**src/rtl/uart_pkg.sv**
```systemverilog
// Shared UART definitions for the RX and TX engines: FSM encoding, oversample ratio, divider math.
// Declarations only; no timing and no flow control.
package uart_pkg;

  localparam int OVERSAMPLE = 16;

  typedef enum logic [2:0] {
    IDLE  = 3'd0,
    START = 3'd1,
    DATA  = 3'd2,
    STOP  = 3'd3,
    BREAK = 3'd4
  } uart_state_e;

  // Holding-register contents committed at the stop-bit vote
  typedef struct packed {
    logic [7:0] data;
    logic       err;
  } uart_frame_t;

  function automatic int uart_div(input int freq_hz, input int baud);
    return freq_hz / (OVERSAMPLE * baud);
  endfunction

endpackage

```
**src/rtl/uart_rx_core_if.sv**
```systemverilog
// Serial line plus byte-holding handshake between the RX engine and the register wrapper.
// master = receive engine, slave = consumer that owns the line input and the ack pulse.
interface uart_rx_core_if;

  logic       uart_rxd;
  logic [7:0] rx_data;
  logic       rx_avail;
  logic       rx_error;
  logic       rx_overrun;
  logic       rx_ack;

  modport master (
    input  uart_rxd,
    input  rx_ack,
    output rx_data,
    output rx_avail,
    output rx_error,
    output rx_overrun
  );

  modport slave (
    output uart_rxd,
    output rx_ack,
    input  rx_data,
    input  rx_avail,
    input  rx_error,
    input  rx_overrun
  );

endinterface

```
**src/rtl/uart_tick_gen.sv**
```systemverilog
// Free-running 16x oversample strobe: one-clk tick every freq_hz/(16*baud) clocks.
// Latency: tick is a decode of the divider counter; no backpressure, it never stops.
module uart_tick_gen
  import uart_pkg::*;
#(
  parameter int freq_hz = 100000000,
  parameter int baud    = 115200
) (
  input  logic clk,
  input  logic rst_n,
  output logic tick
);

  localparam int DIV = uart_div(freq_hz, baud);
  localparam int CW  = (DIV < 2) ? 1 : $clog2(DIV);

  if (DIV < 2) begin : g_div_too_small
    $error("uart_tick_gen: freq_hz/(16*baud) must be at least 2");
  end

  logic [CW-1:0] div_cnt;

  always_ff @(posedge clk or negedge rst_n) begin
    if (!rst_n) begin
      div_cnt <= '0;
    end else if (div_cnt == CW'(DIV - 1)) begin
      div_cnt <= '0;
    end else begin
      div_cnt <= div_cnt + CW'(1);
    end
  end

  assign tick = (div_cnt == CW'(DIV - 1));

endmodule

```
**src/rtl/uart_rx_core.sv**
```systemverilog
// 8N1 receive engine: 2-flop sync, 16x oversampling, 3-sample majority vote, one-byte holding register.
// Latency ~2 clk + 9.5 bits + 1 clk from start edge; no backpressure, an unacked byte is overwritten and rx_overrun set.
module uart_rx_core
  import uart_pkg::*;
#(
  parameter int freq_hz = 100000000,
  parameter int baud    = 115200
) (
  input  logic           clk,
  input  logic           rst_n,
  uart_rx_core_if.master bus
);

  localparam logic [2:0] S_IDLE  = IDLE;
  localparam logic [2:0] S_START = START;
  localparam logic [2:0] S_DATA  = DATA;
  localparam logic [2:0] S_STOP  = STOP;
  localparam logic [2:0] S_BREAK = BREAK;

  logic        rx_meta;
  logic        rxs;
  logic        tick;
  logic [2:0]  state;
  logic [3:0]  os_cnt;
  logic [3:0]  os_nxt;
  logic [2:0]  bit_idx;
  logic [7:0]  shreg;
  logic        smp7;
  logic        smp8;
  logic        vote;
  logic        vote_pt;
  logic        wrap;
  logic        commit;
  uart_frame_t held;
  logic        avail_q;
  logic        ovr_q;

  uart_tick_gen #(
    .freq_hz (freq_hz),
    .baud    (baud)
  ) u_tick (
    .clk   (clk),
    .rst_n (rst_n),
    .tick  (tick)
  );

  always_ff @(posedge clk or negedge rst_n) begin
    if (!rst_n) begin
      rx_meta <= 1'b1;
      rxs     <= 1'b1;
    end else begin
      rx_meta <= bus.uart_rxd;
      rxs     <= rx_meta;
    end
  end

  // Samples are tagged with the os_cnt value the tick advances to; the vote lands on the step to 9.
  assign os_nxt  = os_cnt + 4'd1;
  assign vote_pt = tick && (os_nxt == 4'd9);
  assign wrap    = tick && (os_cnt == 4'd15);
  assign vote    = (smp7 & smp8) | (smp7 & rxs) | (smp8 & rxs);
  assign commit  = (state == S_STOP) && vote_pt;

  always_ff @(posedge clk or negedge rst_n) begin
    if (!rst_n) begin
      os_cnt <= '0;
      smp7   <= 1'b0;
      smp8   <= 1'b0;
    end else begin
      if (state == S_IDLE) begin
        os_cnt <= '0;
      end else if (tick) begin
        os_cnt <= os_nxt;
      end
      if (tick && os_nxt == 4'd7) smp7 <= rxs;
      if (tick && os_nxt == 4'd8) smp8 <= rxs;
    end
  end

  always_ff @(posedge clk or negedge rst_n) begin
    if (!rst_n) begin
      state   <= S_IDLE;
      bit_idx <= '0;
      shreg   <= '0;
    end else begin
      case (state)
        S_IDLE: begin
          if (!rxs) state <= S_START;
        end
        S_START: begin
          if (vote_pt && vote) begin
            state <= S_IDLE;
          end else if (wrap) begin
            state   <= S_DATA;
            bit_idx <= '0;
          end
        end
        S_DATA: begin
          if (vote_pt) shreg <= {vote, shreg[7:1]};
          if (wrap) begin
            if (bit_idx == 3'd7) state <= S_STOP;
            bit_idx <= bit_idx + 3'd1;
          end
        end
        S_STOP: begin
          if (vote_pt) state <= vote ? S_IDLE : S_BREAK;
        end
        S_BREAK: begin
          // Line held low past the stop bit: wait it out rather than decode zeros
          if (rxs) state <= S_IDLE;
        end
        default: state <= S_IDLE;
      endcase
    end
  end

  always_ff @(posedge clk or negedge rst_n) begin
    if (!rst_n) begin
      held    <= '0;
      avail_q <= 1'b0;
      ovr_q   <= 1'b0;
    end else if (commit) begin
      held.data <= shreg;
      held.err  <= ~vote;
      avail_q   <= 1'b1;
      ovr_q     <= avail_q & ~bus.rx_ack;
    end else if (bus.rx_ack) begin
      held.err <= 1'b0;
      avail_q  <= 1'b0;
      ovr_q    <= 1'b0;
    end
  end

  assign bus.rx_data    = held.data;
  assign bus.rx_error   = held.err;
  assign bus.rx_avail   = avail_q;
  assign bus.rx_overrun = ovr_q;

endmodule
```
**src/flat_wrapper.sv**
```systemverilog
// flat-port wrapper written by rule: the top's interface ports become plain ports
module uart_rx_core_flat import uart_pkg::*;
#(
  parameter int freq_hz = 100000000,
  parameter int baud    = 115200
)
  (clk, rst_n, bus_uart_rxd, bus_rx_ack, bus_rx_data, bus_rx_avail, bus_rx_error, bus_rx_overrun);
  uart_rx_core_if bus_i ();
  input  logic clk;
  input  logic rst_n;
  input wire logic [$bits(bus_i.uart_rxd)-1:0] bus_uart_rxd;
  input wire logic [$bits(bus_i.rx_ack)-1:0] bus_rx_ack;
  output wire logic [$bits(bus_i.rx_data)-1:0] bus_rx_data;
  output wire logic [$bits(bus_i.rx_avail)-1:0] bus_rx_avail;
  output wire logic [$bits(bus_i.rx_error)-1:0] bus_rx_error;
  output wire logic [$bits(bus_i.rx_overrun)-1:0] bus_rx_overrun;
  assign bus_i.uart_rxd = bus_uart_rxd;
  assign bus_i.rx_ack = bus_rx_ack;
  assign bus_rx_data = bus_i.rx_data;
  assign bus_rx_avail = bus_i.rx_avail;
  assign bus_rx_error = bus_i.rx_error;
  assign bus_rx_overrun = bus_i.rx_overrun;
  uart_rx_core #(.freq_hz(freq_hz), .baud(baud)) u_core (.clk(clk), .rst_n(rst_n), .bus(bus_i));
endmodule
```
**config.mk**
```make
export PLATFORM = sky130hd
export DESIGN_NAME = uart_rx_core_flat
export DESIGN_NICKNAME = d
export VERILOG_FILES = /design/src/rtl/uart_pkg.sv /design/src/rtl/uart_rx_core_if.sv /design/src/rtl/uart_tick_gen.sv /design/src/rtl/uart_rx_core.sv /design/src/flat_wrapper.sv
export SDC_FILE = /design/constraint.sdc
export NUM_CORES = 1
export LEC_CHECK = 0
export CORE_MARGIN = 2
export CORE_UTILIZATION = 40
export CTS_CLUSTER_DIAMETER = 30
export DETAILED_ROUTE_END_ITERATION = 12
export GPL_TIMING_DRIVEN = 0
export PLACE_DENSITY_LB_ADDON = 0.2
export SYNTH_ARGS = -nofsm -noshare
export SYNTH_HDL_FRONTEND = slang
export SYNTH_HIERARCHICAL = 1
export SYNTH_SLANG_ARGS = --single-unit
```
**constraint.sdc**
```tcl
create_clock -name clk -period 2.6 [get_ports clk]
set_input_delay 0.52 -clock clk [delete_from_list [all_inputs] [get_ports clk]]
set_output_delay 0.52 -clock clk [all_outputs]
set_load 0.01 [all_outputs]
```
==> results of run 1 <==
[per-stage QoR]
step | total power, mW | worst slack [ns]
floorplan | 0.6232 | 0.3313
global placement | 0.6399 | -0.03857
detailed placement | 0.6400 | -0.09268
CTS | 1.071 | 0.1376
global route | 1.099 | 0.04629
finish | 1.053 | 0.2322
[logic make-up (layout without fill, tap and decap cells)]
| logic type | after synthesis | count (layout) | synth area share [%] |
|---|---|---|---|
| buffers and inverters | 10 | 32 | 2.846 |
| xor gates and xnor gates | 7 | 7 | 3.170 |
| AOI/OAI and AO/OA | 22 | 22 | 10.16 |
| and+or+nand+nor | 54 | 54 | 14.42 |
| muxes | 23 | 23 | 13.13 |
| DFF | 39 | 39 | 50.58 |
| adders and majority gates | 9 | 9 | 5.692 |
[placed cells by master (no fill, tap or decap), types with 2 or more instances in the layout]
cell,Yosys,final
buf_2,2,3
a2111oi_0,2,2
and3_1,2,2
ha_1,8,8
inv_1,3,3
o21ai_0,2,2
clkbuf_8,0,6
a22oi_1,2,2
mux2_2,19,19
nand2b_1,4,4
o2111ai_1,3,3
clkdlybuf4s50_1,0,13
xor2_1,4,4
clkbuf_1,2,2
nand3_1,6,6
dfrtp_1,37,37
nand2_1,12,12
a21oi_1,4,4
o211ai_4,2,2
xnor2_1,3,3
nor2_1,15,15
mux2i_1,4,4
nor3_1,3,2
dfstp_2,2,2
nand4_1,3,3
buf_4,2,2
[worst max path at each step]
stage	end	slack, ns
2_1_floorplan	u_core/bus.rx_data[0]$_DFFE_PN0P_	0.33
3_3_place_gp	u_core/bus.rx_data[7]$_DFFE_PN0P_	-0.04
3_5_place_dp	u_core/bus.rx_data[7]$_DFFE_PN0P_	-0.09
4_1_cts	u_core/bus.rx_data[7]$_DFFE_PN0P_	0.14
5_1_grt	u_core/bus.rx_data[1]$_DFFE_PN0P_	0.05
6_report	u_core/bus.rx_data[7]$_DFFE_PN0P_	0.23
[sequential cells by signal, indices dropped and copies added (netlist names)]
signal / cells
u_core/bus.rx_avail: 1
u_core/rxs: 1
u_core/rx_meta: 1
u_core/bus.rx_overrun: 1
u_core/bus.rx_error: 1
u_core/smp7: 1
u_core/shreg: 8
u_core/bus.rx_data: 8
u_core/os_cnt: 4
u_core/u_tick/div_cnt: 6
u_core/bit_idx: 3
u_core/state: 3
u_core/smp8: 1
[cell type report]
cell class | count | area (µm²)
clock inverter | 2 | 16.27
buffer | 7 | 43.79
fill | 440 | 2445
sequential | 39 | 978.4
multi-input combinational | 115 | 912.1
tap | 54 | 67.56
timing repair buffer | 14 | 135.1
inverter | 3 | 11.26
clock buffer | 6 | 82.58
[worst register-to-register path, delay by kind of cell, from the launching register on]
kind / cells / cell delay [ns]
AND/OR/NAND/NOR: 3 / 0.50
buffers and inverters: 2 / 0.35
adder cells (fa/ha/maj): 1 / 0.16
flip-flops: 1 / 0.41
AO/OA/AOI/OAI: 2 / 0.52
multiplexers: 1 / 0.33
[power groups by stage]
stage / clock network, mW / logic, mW / registers, mW
after floorplan: 0 / 0.00129 / 0.622
after global placement: 0 / 0.0176 / 0.622
after detailed placement: 0 / 0.0176 / 0.622
after CTS: 0.443 / 0.0176 / 0.610
after global routing: 0.468 / 0.0193 / 0.611
final: 0.426 / 0.0162 / 0.611
[per-layer routing]
layer | share of wire, % | track usage [%] | up-vias | wire length, µm
met5 | 0 | 0 | - | 0
met4 | 0.52 | 6.263 | 0 | 18
met3 | 3.4 | 3.567 | 4 | 118
met2 | 51 | 23.91 | 17 | 1755
met1 | 45 | 16.74 | 654 | 1538
li1 | - | - | 639 | -
[what timing repair did]
action / in CTS / in global routing
gates resized for setup: 1 / 1
endpoints found under the setup margin: 16 / 15
pin swaps: 0 / 0
hold buffers: 0 / 0
==> out/results.tsv, run 1 <==
stage	metric	value	unit
grt	largest net degree at the start of global routing	40	
synthesis	Cells after Synth	164	
route	DR pass1 iterations	4	
synthesis	syn avg cell area	11.79	µm²
power	Max VDD drop	383.5	µV
floorplanning	Die Ht	73.54	µm
worst_setup_path	crit end category	register	
layout	# diodes	0	
synthesis	Post-synth EDFFs	0	
synthesis	top cell type's share of synthesized area	47.87	%
route	Via-to-Cell Ratio	5.475	
worst_setup_path	max incr delay on CP	0.41	ns
grt	GRT Total Usage	14.08	%
layout	area grow syn2layout	16.17	%
layout	design area	0.002247	mm²
synthesis	Post-Syn Area	0.001934	mm²
floorplanning	die area	0.005408	mm²
synthesis	synth top area cells	dfrtp_1 48%, mux2_2 11%, ha_1 5.2%	
worst_setup_path	worst-path cell chain	inv_1, ha_1, nand2_1, nor3_4, buf_2, nand4_1, a21oi_4, o211ai_4, mux2_2	
sta	Final Setup Violations	0	
place	placed instance area	0.002137	mm²
worst_setup_path	reg2reg start	u_core/u_tick/div_cnt[1]$_DFF_PN0_	
power	pwr/cell area	468.4	mW/mm²
sta	min Tclk post-route	2.368	ns
power	Comb power frac	1.5	%
power	Leakage	1.023	nW
place	dpl cells	232	
worst_setup_path	R2R depth	9	
sta	Slew @ Worst Pin	0.8383	ns
sta	setup_tns	0	ns
place	DPL Wire Length	2.485	mm
outcome	status	completed	
worst_setup_path	Setup crit start kind	register	
clock_tree	clk_lat worst skew	0.29	ns
synthesis	post-synthesis sequential area ratio	50.58	%
synthesis	Post-synth ARST share	100.0	%
grt	first-pass GRT wire length	5.816	mm
route	antenna-violating nets left	0	
sta	RSZ-0062 raised after global routing	no	
power	P_int	0.8294	mW
synthesis	Post-synth top cells	37 x dfrtp_1, 19 x mux2_2, 15 x nor2_1, 12 x nand2_1, 8 x ha_1	
synthesis	Yosys reg bits	39	
clock_tree	CTS Buffer Depth	2	
clock_tree	TritonCTS clock tree	built	
min_path	HP Class	in -> async	
place	GP Congestion	0.8237	
layout	fin util	47.89	%
power	switching part of the total power	21.21	%
clock_tree	postcts setup bufs	0	
grt	GR Overflow Total	0	
route	WL final	3.431	mm
floorplanning	placement row count	25	
route	drt drc	0	
worst_setup_path	crit path DAT	2.54	ns
worst_setup_path	CP Depth	9	
layout	nets@finish	197	
synthesis	count leader, synth	dfrtp_1	
worst_setup_path	reg-to-reg endpoint	u_core/bus.rx_data[7]$_DFFE_PN0P_	
sta	Max-slew headroom	44.11	%
synthesis	Post-synth top flop	dfrtp_1	
run	Max Cap Viol	0	
sta	fmax	422.3	MHz
worst_setup_path	WP data required	2.78	ns
synthesis	syn_nets	176	
sta	Clock Skew	0.008949	ns
worst_setup_path	CP startpoint	u_core/u_tick/div_cnt[1]$_DFF_PN0_	
floorplanning	Starting Density	41.23	%
power	sequential share of power	58.0	%
synthesis	library cells used by synthesis	42	
layout	Final Non-Filler Cells	240	
sta	final period utilization	91.07	%
worst_setup_path	CP max-delay cell	dfrtp_1	
route	Via Count	1314	
worst_setup_path	CP Buf/Inv Count	2	
grt	vias in the first global route	1351	
layout	share of cells above drive strength 1	23.66	%
worst_setup_path	gate family responsible for the most delay along the worst path	compound AO/OA/AOI/OAI gates	
clock_tree	htree depth	2	
grt	initial antenna violation count	0	
sta	Hold Fails Final Rpt	0	
place	PortBufs	14	
sta	max-slew violation count	0	
floorplanning	Ports	15	
clock_tree	total CTS buffers	5	
floorplanning	chip width	73.54	µm
clock_tree	Clk Tree Root Cell	clkbuf_8	
sta	hold_ws	0.3335	ns
power	reported net switching power	0.2232	mW
floorplanning	Core Region	0.004692	mm²
worst_setup_path	CP Max Fanout	10	
clock_tree	clk sink count	39	
synthesis	post-synth top area cell	dfrtp_1	
power	Clk pwr share	40.5	%
clock_tree	Clock Pin Slew Worst Setup and Hold Paths	0.08	ns
route	Initial DRC Count	101	
synthesis	warnings from Yosys	6	
route	WL/cell	14.30	µm
worst_setup_path	worst setup path class	reg -> reg	
worst_setup_path	register-to-register setup slack	0.23	ns
Power figures use the tool's default switching activity.
==> run 2, diff against run 1 <==
--- a/config.mk
+++ b/config.mk
@@ -5,7 +5,7 @@
 export SDC_FILE = /design/constraint.sdc
 export NUM_CORES = 1
 export LEC_CHECK = 0
-export CORE_MARGIN = 2
+export CORE_ASPECT_RATIO = 0.9
 export CORE_UTILIZATION = 40
 export CTS_CLUSTER_DIAMETER = 30
 export DETAILED_ROUTE_END_ITERATION = 12
==> out/results.tsv, run 2 (synthesis results as in run 1) <==
stage	metric	value	unit
sta	final period utilization	92.23	%
worst_setup_path	crit end category	register	
outcome	status	completed	
route	WL final	3.518	mm
run	Max Cap Viol	0	
floorplanning	chip width	75.30	µm
worst_setup_path	CP Max Fanout	10	
layout	fin util	49.64	%
place	PortBufs	14	
grt	largest net degree at the start of global routing	40	
clock_tree	clk sink count	39	
sta	min Tclk post-route	2.398	ns
clock_tree	hold buffers post-CTS	0	
grt	GRT Total Usage	15.47	%
layout	# diodes	0	
floorplanning	Ports	15	
route	routed length on met1	1.580	mm
layout	Register Area	978.4	µm²
route	antenna-violating nets left	0	
layout	Multi-input gate area	912.1	µm²
floorplanning	die area	0.005118	mm²
grt	vias in the first global route	1253	
sta	final worst slack	0.2021	ns
grt	GR Overflow Total	0	
worst_setup_path	CP max-delay cell	dfrtp_1	
sta	Final Setup Violations	0	
layout	share of cells above drive strength 1	23.66	%
layout	commonest non-fill, non-tap cells in the layout	37 x dfrtp_1, 19 x mux2_2, 15 x nor2_1	
floorplanning	Core Region	0.004547	mm²
clock_tree	postcts setup bufs	0	
worst_setup_path	R2R depth	9	
clock_tree	clk_lat worst skew	0.29	ns
route	drt drc	0	
clock_tree	htree depth	2	
worst_setup_path	register-to-register setup slack	0.20	ns
place	placed instance area	0.002147	mm²
route	WL/cell	14.19	µm
worst_setup_path	crit path DAT	2.58	ns
floorplanning	placement row count	23	
sta	Max-slew headroom	42.46	%
place	dpl ws	-0.1124	ns
grt	first-pass GRT wire length	5.768	mm
route	metal3 WL	171	µm
worst_setup_path	reg2reg start	u_core/u_tick/div_cnt[1]$_DFF_PN0_	
layout	Final Non-Filler Cells	248	
worst_setup_path	worst setup path class	reg -> reg	
worst_setup_path	CP startpoint	u_core/u_tick/div_cnt[1]$_DFF_PN0_	
power	Max VDD drop	342.1	µV
clock_tree	total CTS buffers	5	
route	Initial DRC Count	85	
place	dpl cells	240	
worst_setup_path	worst-path cell chain	inv_1, ha_1, nand2_1, nor3_4, buf_2, nand4_1, a21oi_4, o211ai_4, mux2_2	
sta	Slew @ Worst Pin	0.8631	ns
sta	hold_ws	0.3399	ns
layout	design area	0.002257	mm²
worst_setup_path	reg-to-reg endpoint	u_core/bus.rx_data[3]$_DFFE_PN0P_	
sta	Clock Skew	0.004144	ns
sta	max-slew violation count	0	
route	met2 WL	1.746	mm
layout	area grow syn2layout	16.69	%
layout	nets@finish	197	
worst_setup_path	WP data required	2.78	ns
min_path	HP Class	in -> async	
clock_tree	TritonCTS clock tree	built	
clock_tree	Clock Pin Slew Worst Setup and Hold Paths	0.08	ns
power	Leakage	1.023	nW
grt	initial antenna violation count	0	
clock_tree	Clk Tree Root Cell	clkbuf_8	
worst_setup_path	Setup crit start kind	register	
worst_setup_path	max incr delay on CP	0.42	ns
power	pwr/cell area	466.7	mW/mm²
clock_tree	CTS Buffer Depth	2	
sta	RSZ-0062 raised after global routing	no	
place	GP Congestion	0.8465	
sta	Hold Fails Final Rpt	0	
route	Via-to-Cell Ratio	5.246	
sta	fmax	417.0	MHz
route	uppermost layer routed	met4	
worst_setup_path	Critical Path End	u_core/bus.rx_data[3]$_DFFE_PN0P_	
floorplanning	Die Ht	67.97	µm
layout	commonest non-fill, non-tap cell in the layout	dfrtp_1	
route	Via Count	1301	
place	DPL Wire Length	2.500	mm
layout	filler cell count	426	
route	DR pass1 iterations	4	
floorplanning	Starting Density	42.54	%
==> run 2: cell counts in the layout (fill, tap and decap cells not counted) <==
No cell type changed its count.
==> run 2: timing repair <==
action | in CTS | in global routing
pin swaps | 0 | 0
setup endpoints to repair | 16 | 16
resized for setup | 1 | 1
==> run 2: worst max-delay path, delay by kind of cell (launching register included) <==
family          cells  cell delay (ns)
flops               1             0.42
mux                 1             0.32
simple gates        3             0.53
fa+ha+maj           1             0.16
buf+inv             2             0.36
compound gates      2             0.49
==> run 2: stage by stage <==
stage | setup TNS, ns | power, mW
after global placement | -0.2364 | 0.6397
after floorplan | 0 | 0.6232
final | 0 | 1.053
after global routing | 0 | 1.106
after detailed placement | -1.422 | 0.6398
after CTS | 0 | 1.073
==> run 2: worst min path at each step <==
stage,to,slack (ns),cells after the start
after floorplan,u_core/bit_idx[0]$_DFFE_PN0P_,0.22,0
after global placement,u_core/rxs$_DFF_PN1_,0.35,0
after detailed placement,u_core/rxs$_DFF_PN1_,0.35,0
after CTS,u_core/rxs$_DFF_PN1_,0.36,0
after global routing,u_core/rxs$_DFF_PN1_,0.36,0
final,u_core/os_cnt[2]$_DFFE_PN0P_,0.34,1
==> run 2: layout make-up <==
| class | instances | area share (%) |
|---|---|---|
| buffer | 7 | 1.940 |
| clock buffer | 6 | 3.659 |
| clock inverter | 2 | 0.7206 |
| inverter | 3 | 0.4989 |
| multi-input combinational | 115 | 40.41 |
| sequential | 39 | 43.35 |
| tap | 62 | 3.437 |
| timing repair buffer | 14 | 5.987 |
==> run 2: where the power goes <==
group | switching, mW | internal (mW)
clock network | 0.210 | 0.216
logic | 0.0123 | 0.00415
registers | 0.00151 | 0.609
==> run 2: routing by layer <==
layer	vias to the layer above	track usage [%]
met2	19	24.89
met5	-	0
met1	653	19.61
met4	0	4.167
li1	625	-
met3	4	5.744
==> run 3, diff against run 2 <==
--- a/config.mk
+++ b/config.mk
@@ -5,6 +5,8 @@
 export SDC_FILE = /design/constraint.sdc
 export NUM_CORES = 1
 export LEC_CHECK = 0
+export CELL_PAD_IN_SITES_DETAIL_PLACEMENT = 1
+export CELL_PAD_IN_SITES_GLOBAL_PLACEMENT = 1
 export CORE_ASPECT_RATIO = 0.9
 export CORE_UTILIZATION = 40
 export CTS_CLUSTER_DIAMETER = 30
==> out/results.tsv, run 3 (synthesis results as in run 1) <==
stage	metric	value	unit
place	GP Congestion	0.8496	
clock_tree	hold buffers post-CTS	0	
sta	final period utilization	93.93	%
clock_tree	htree depth	2	
layout	# diodes	0	
worst_setup_path	gate family responsible for the most delay along the worst path	simple AND/OR/NAND/NOR gates	
worst_setup_path	register-to-register setup slack	0.16	ns
route	WL/cell	15.32	µm
power	Max VDD drop	279.5	µV
layout	nets@finish	197	
grt	largest net degree at the start of global routing	40	
run	Max Cap Viol	0	
floorplanning	die area	0.005118	mm²
worst_setup_path	Critical Path End	u_core/bus.rx_data[0]$_DFFE_PN0P_	
grt	GR Overflow Total	0	
clock_tree	clk_lat worst skew	0.29	ns
worst_setup_path	CP max-delay cell	dfrtp_1	
layout	filler cell count	511	
sta	Final Setup Violations	0	
clock_tree	total CTS buffers	5	
layout	share of cells above drive strength 1	23.66	%
route	drt drc	0	
grt	vias in the first global route	1394	
layout	commonest non-fill, non-tap cells in the layout	37 x dfrtp_1, 19 x mux2_2, 15 x nor2_1	
route	DR pass1 iterations	4	
layout	design area	0.002257	mm²
sta	Slew @ Worst Pin	0.8565	ns
worst_setup_path	crit end category	register	
layout	fin util	49.64	%
floorplanning	Starting Density	42.54	%
power	Final Power	1.059	mW
floorplanning	chip width	75.30	µm
sta	min Tclk post-route	2.442	ns
power	pwr/cell area	469.3	mW/mm²
floorplanning	placement row count	23	
layout	Final Non-Filler Cells	248	
sta	setup_tns	0	ns
clock_tree	TritonCTS clock tree	built	
worst_setup_path	crit path DAT	2.62	ns
clock_tree	CTS Buffer Depth	2	
route	WL final	3.799	mm
clock_tree	Clock Pin Slew Worst Setup and Hold Paths	0.08	ns
floorplanning	Core Region	0.004547	mm²
clock_tree	clk sink count	39	
place	PortBufs	14	
worst_setup_path	worst-path cell chain	inv_1, ha_1, nand2_1, nor3_4, buf_2, nand4_1, a21oi_4, o211ai_4, mux2_2	
worst_setup_path	reg2reg start	u_core/u_tick/div_cnt[1]$_DFF_PN0_	
worst_setup_path	max incr delay on CP	0.42	ns
layout	area grow syn2layout	16.69	%
route	antenna-violating nets left	0	
worst_setup_path	Setup crit start kind	register	
outcome	status	completed	
sta	Clock Skew	0.006764	ns
sta	RSZ-0062 raised after global routing	no	
clock_tree	Clk Tree Root Cell	clkbuf_8	
grt	GRT Total Usage	17.26	%
place	dpl cells	240	
sta	Max-slew headroom	42.90	%
worst_setup_path	reg-to-reg endpoint	u_core/bus.rx_data[0]$_DFFE_PN0P_	
place	placed instance area	0.002147	mm²
power	Leakage	1.023	nW
clock_tree	postcts setup bufs	0	
floorplanning	Die Ht	67.97	µm
sta	Hold Fails Final Rpt	0	
worst_setup_path	WP data required	2.78	ns
worst_setup_path	CP Depth	9	
layout	commonest non-fill, non-tap cell in the layout	dfrtp_1	
worst_setup_path	R2R depth	9	
worst_setup_path	CP Buf/Inv Count	2	
grt	first-pass GRT wire length	6.458	mm
route	Via-to-Cell Ratio	5.302	
sta	max-slew violation count	0	
min_path	HP Class	in -> async	
worst_setup_path	worst setup path class	reg -> reg	
place	DPL Wire Length	2.760	mm
floorplanning	Ports	15	
grt	initial antenna violation count	0	
worst_setup_path	CP startpoint	u_core/u_tick/div_cnt[1]$_DFF_PN0_	
worst_setup_path	CP Max Fanout	10	
sta	fmax	409.5	MHz
route	Via Count	1315	
route	Initial DRC Count	38	
run 3: cell counts in the layout (fill, tap and decap cells not counted):
Identical to the previous run, type by type.
run 3: area by class of cell:
class                      instances  area [µm²]  area share, %
buffer                             7       43.79          1.940
clock buffer                       6       82.58          3.659
clock inverter                     2       16.27         0.7206
inverter                           3       11.26         0.4989
multi-input combinational        115       912.1          40.41
sequential                        39       978.4          43.35
tap                               62       77.57          3.437
timing repair buffer              14       135.1          5.987
run 3: worst min path at each step:
| stage | to | from | slack (ns) | cells past startpoint |
|---|---|---|---|---|
| global route | u_core/rxs$_DFF_PN1_ | u_core/rx_meta$_DFF_PN1_ | 0.37 | 0 |
| finish | u_core/state[1]$_DFFE_PN0P_ | rst_n | 0.34 | 1 |
| floorplan | u_core/bit_idx[0]$_DFFE_PN0P_ | rst_n | 0.22 | 0 |
| CTS | u_core/shreg[0]$_DFFE_PN0P_ | rst_n | 0.36 | 1 |
| global placement | u_core/rxs$_DFF_PN1_ | u_core/rx_meta$_DFF_PN1_ | 0.35 | 0 |
| detailed placement | u_core/rxs$_DFF_PN1_ | u_core/rx_meta$_DFF_PN1_ | 0.36 | 0 |
run 3: timing repair:
item                                    in CTS  in global routing
gates resized for setup                      1                  1
pin swaps                                    0                  0
endpoints found under the setup margin      22                 18
run 3: metrics by stage:
step / setup WS (ns) / hold slack, ns
finish: 0.1577 / 0.3364
global route: 0.001075 / 0.3683
CTS: 0.05012 / 0.3643
detailed placement: -0.2044 / 0.3555
global placement: -0.06627 / 0.3463
floorplan: 0.3313 / 0.2244
run 3: worst register-to-register path: cells and delay by family, from the launching register on:
| kind | cells | cell delay, ns |
|---|---|---|
| AO/OA/AOI/OAI | 2 | 0.50 |
| adder cells (fa/ha/maj) | 1 | 0.18 |
| buffers and inverters | 2 | 0.36 |
| flip-flops | 1 | 0.42 |
| multiplexers | 1 | 0.33 |
| AND/OR/NAND/NOR | 3 | 0.55 |
run 3: report_power, final:
part	leakage [nW]	switching (mW)	internal (mW)
logic	0.457	0.0122	0.00414
clock network	0.0474	0.216	0.216
registers	0.518	0.00172	0.609
run 3: routing by layer:
metal | vias to the layer above | GRT usage, % | share of wire [%]
li1 | 632 | - | -
met1 | 653 | 20.71 | 45
met2 | 20 | 28.68 | 50
met3 | 10 | 4.713 | 3.6
met4 | 0 | 8.333 | 2.0
met5 | - | 0 | 0
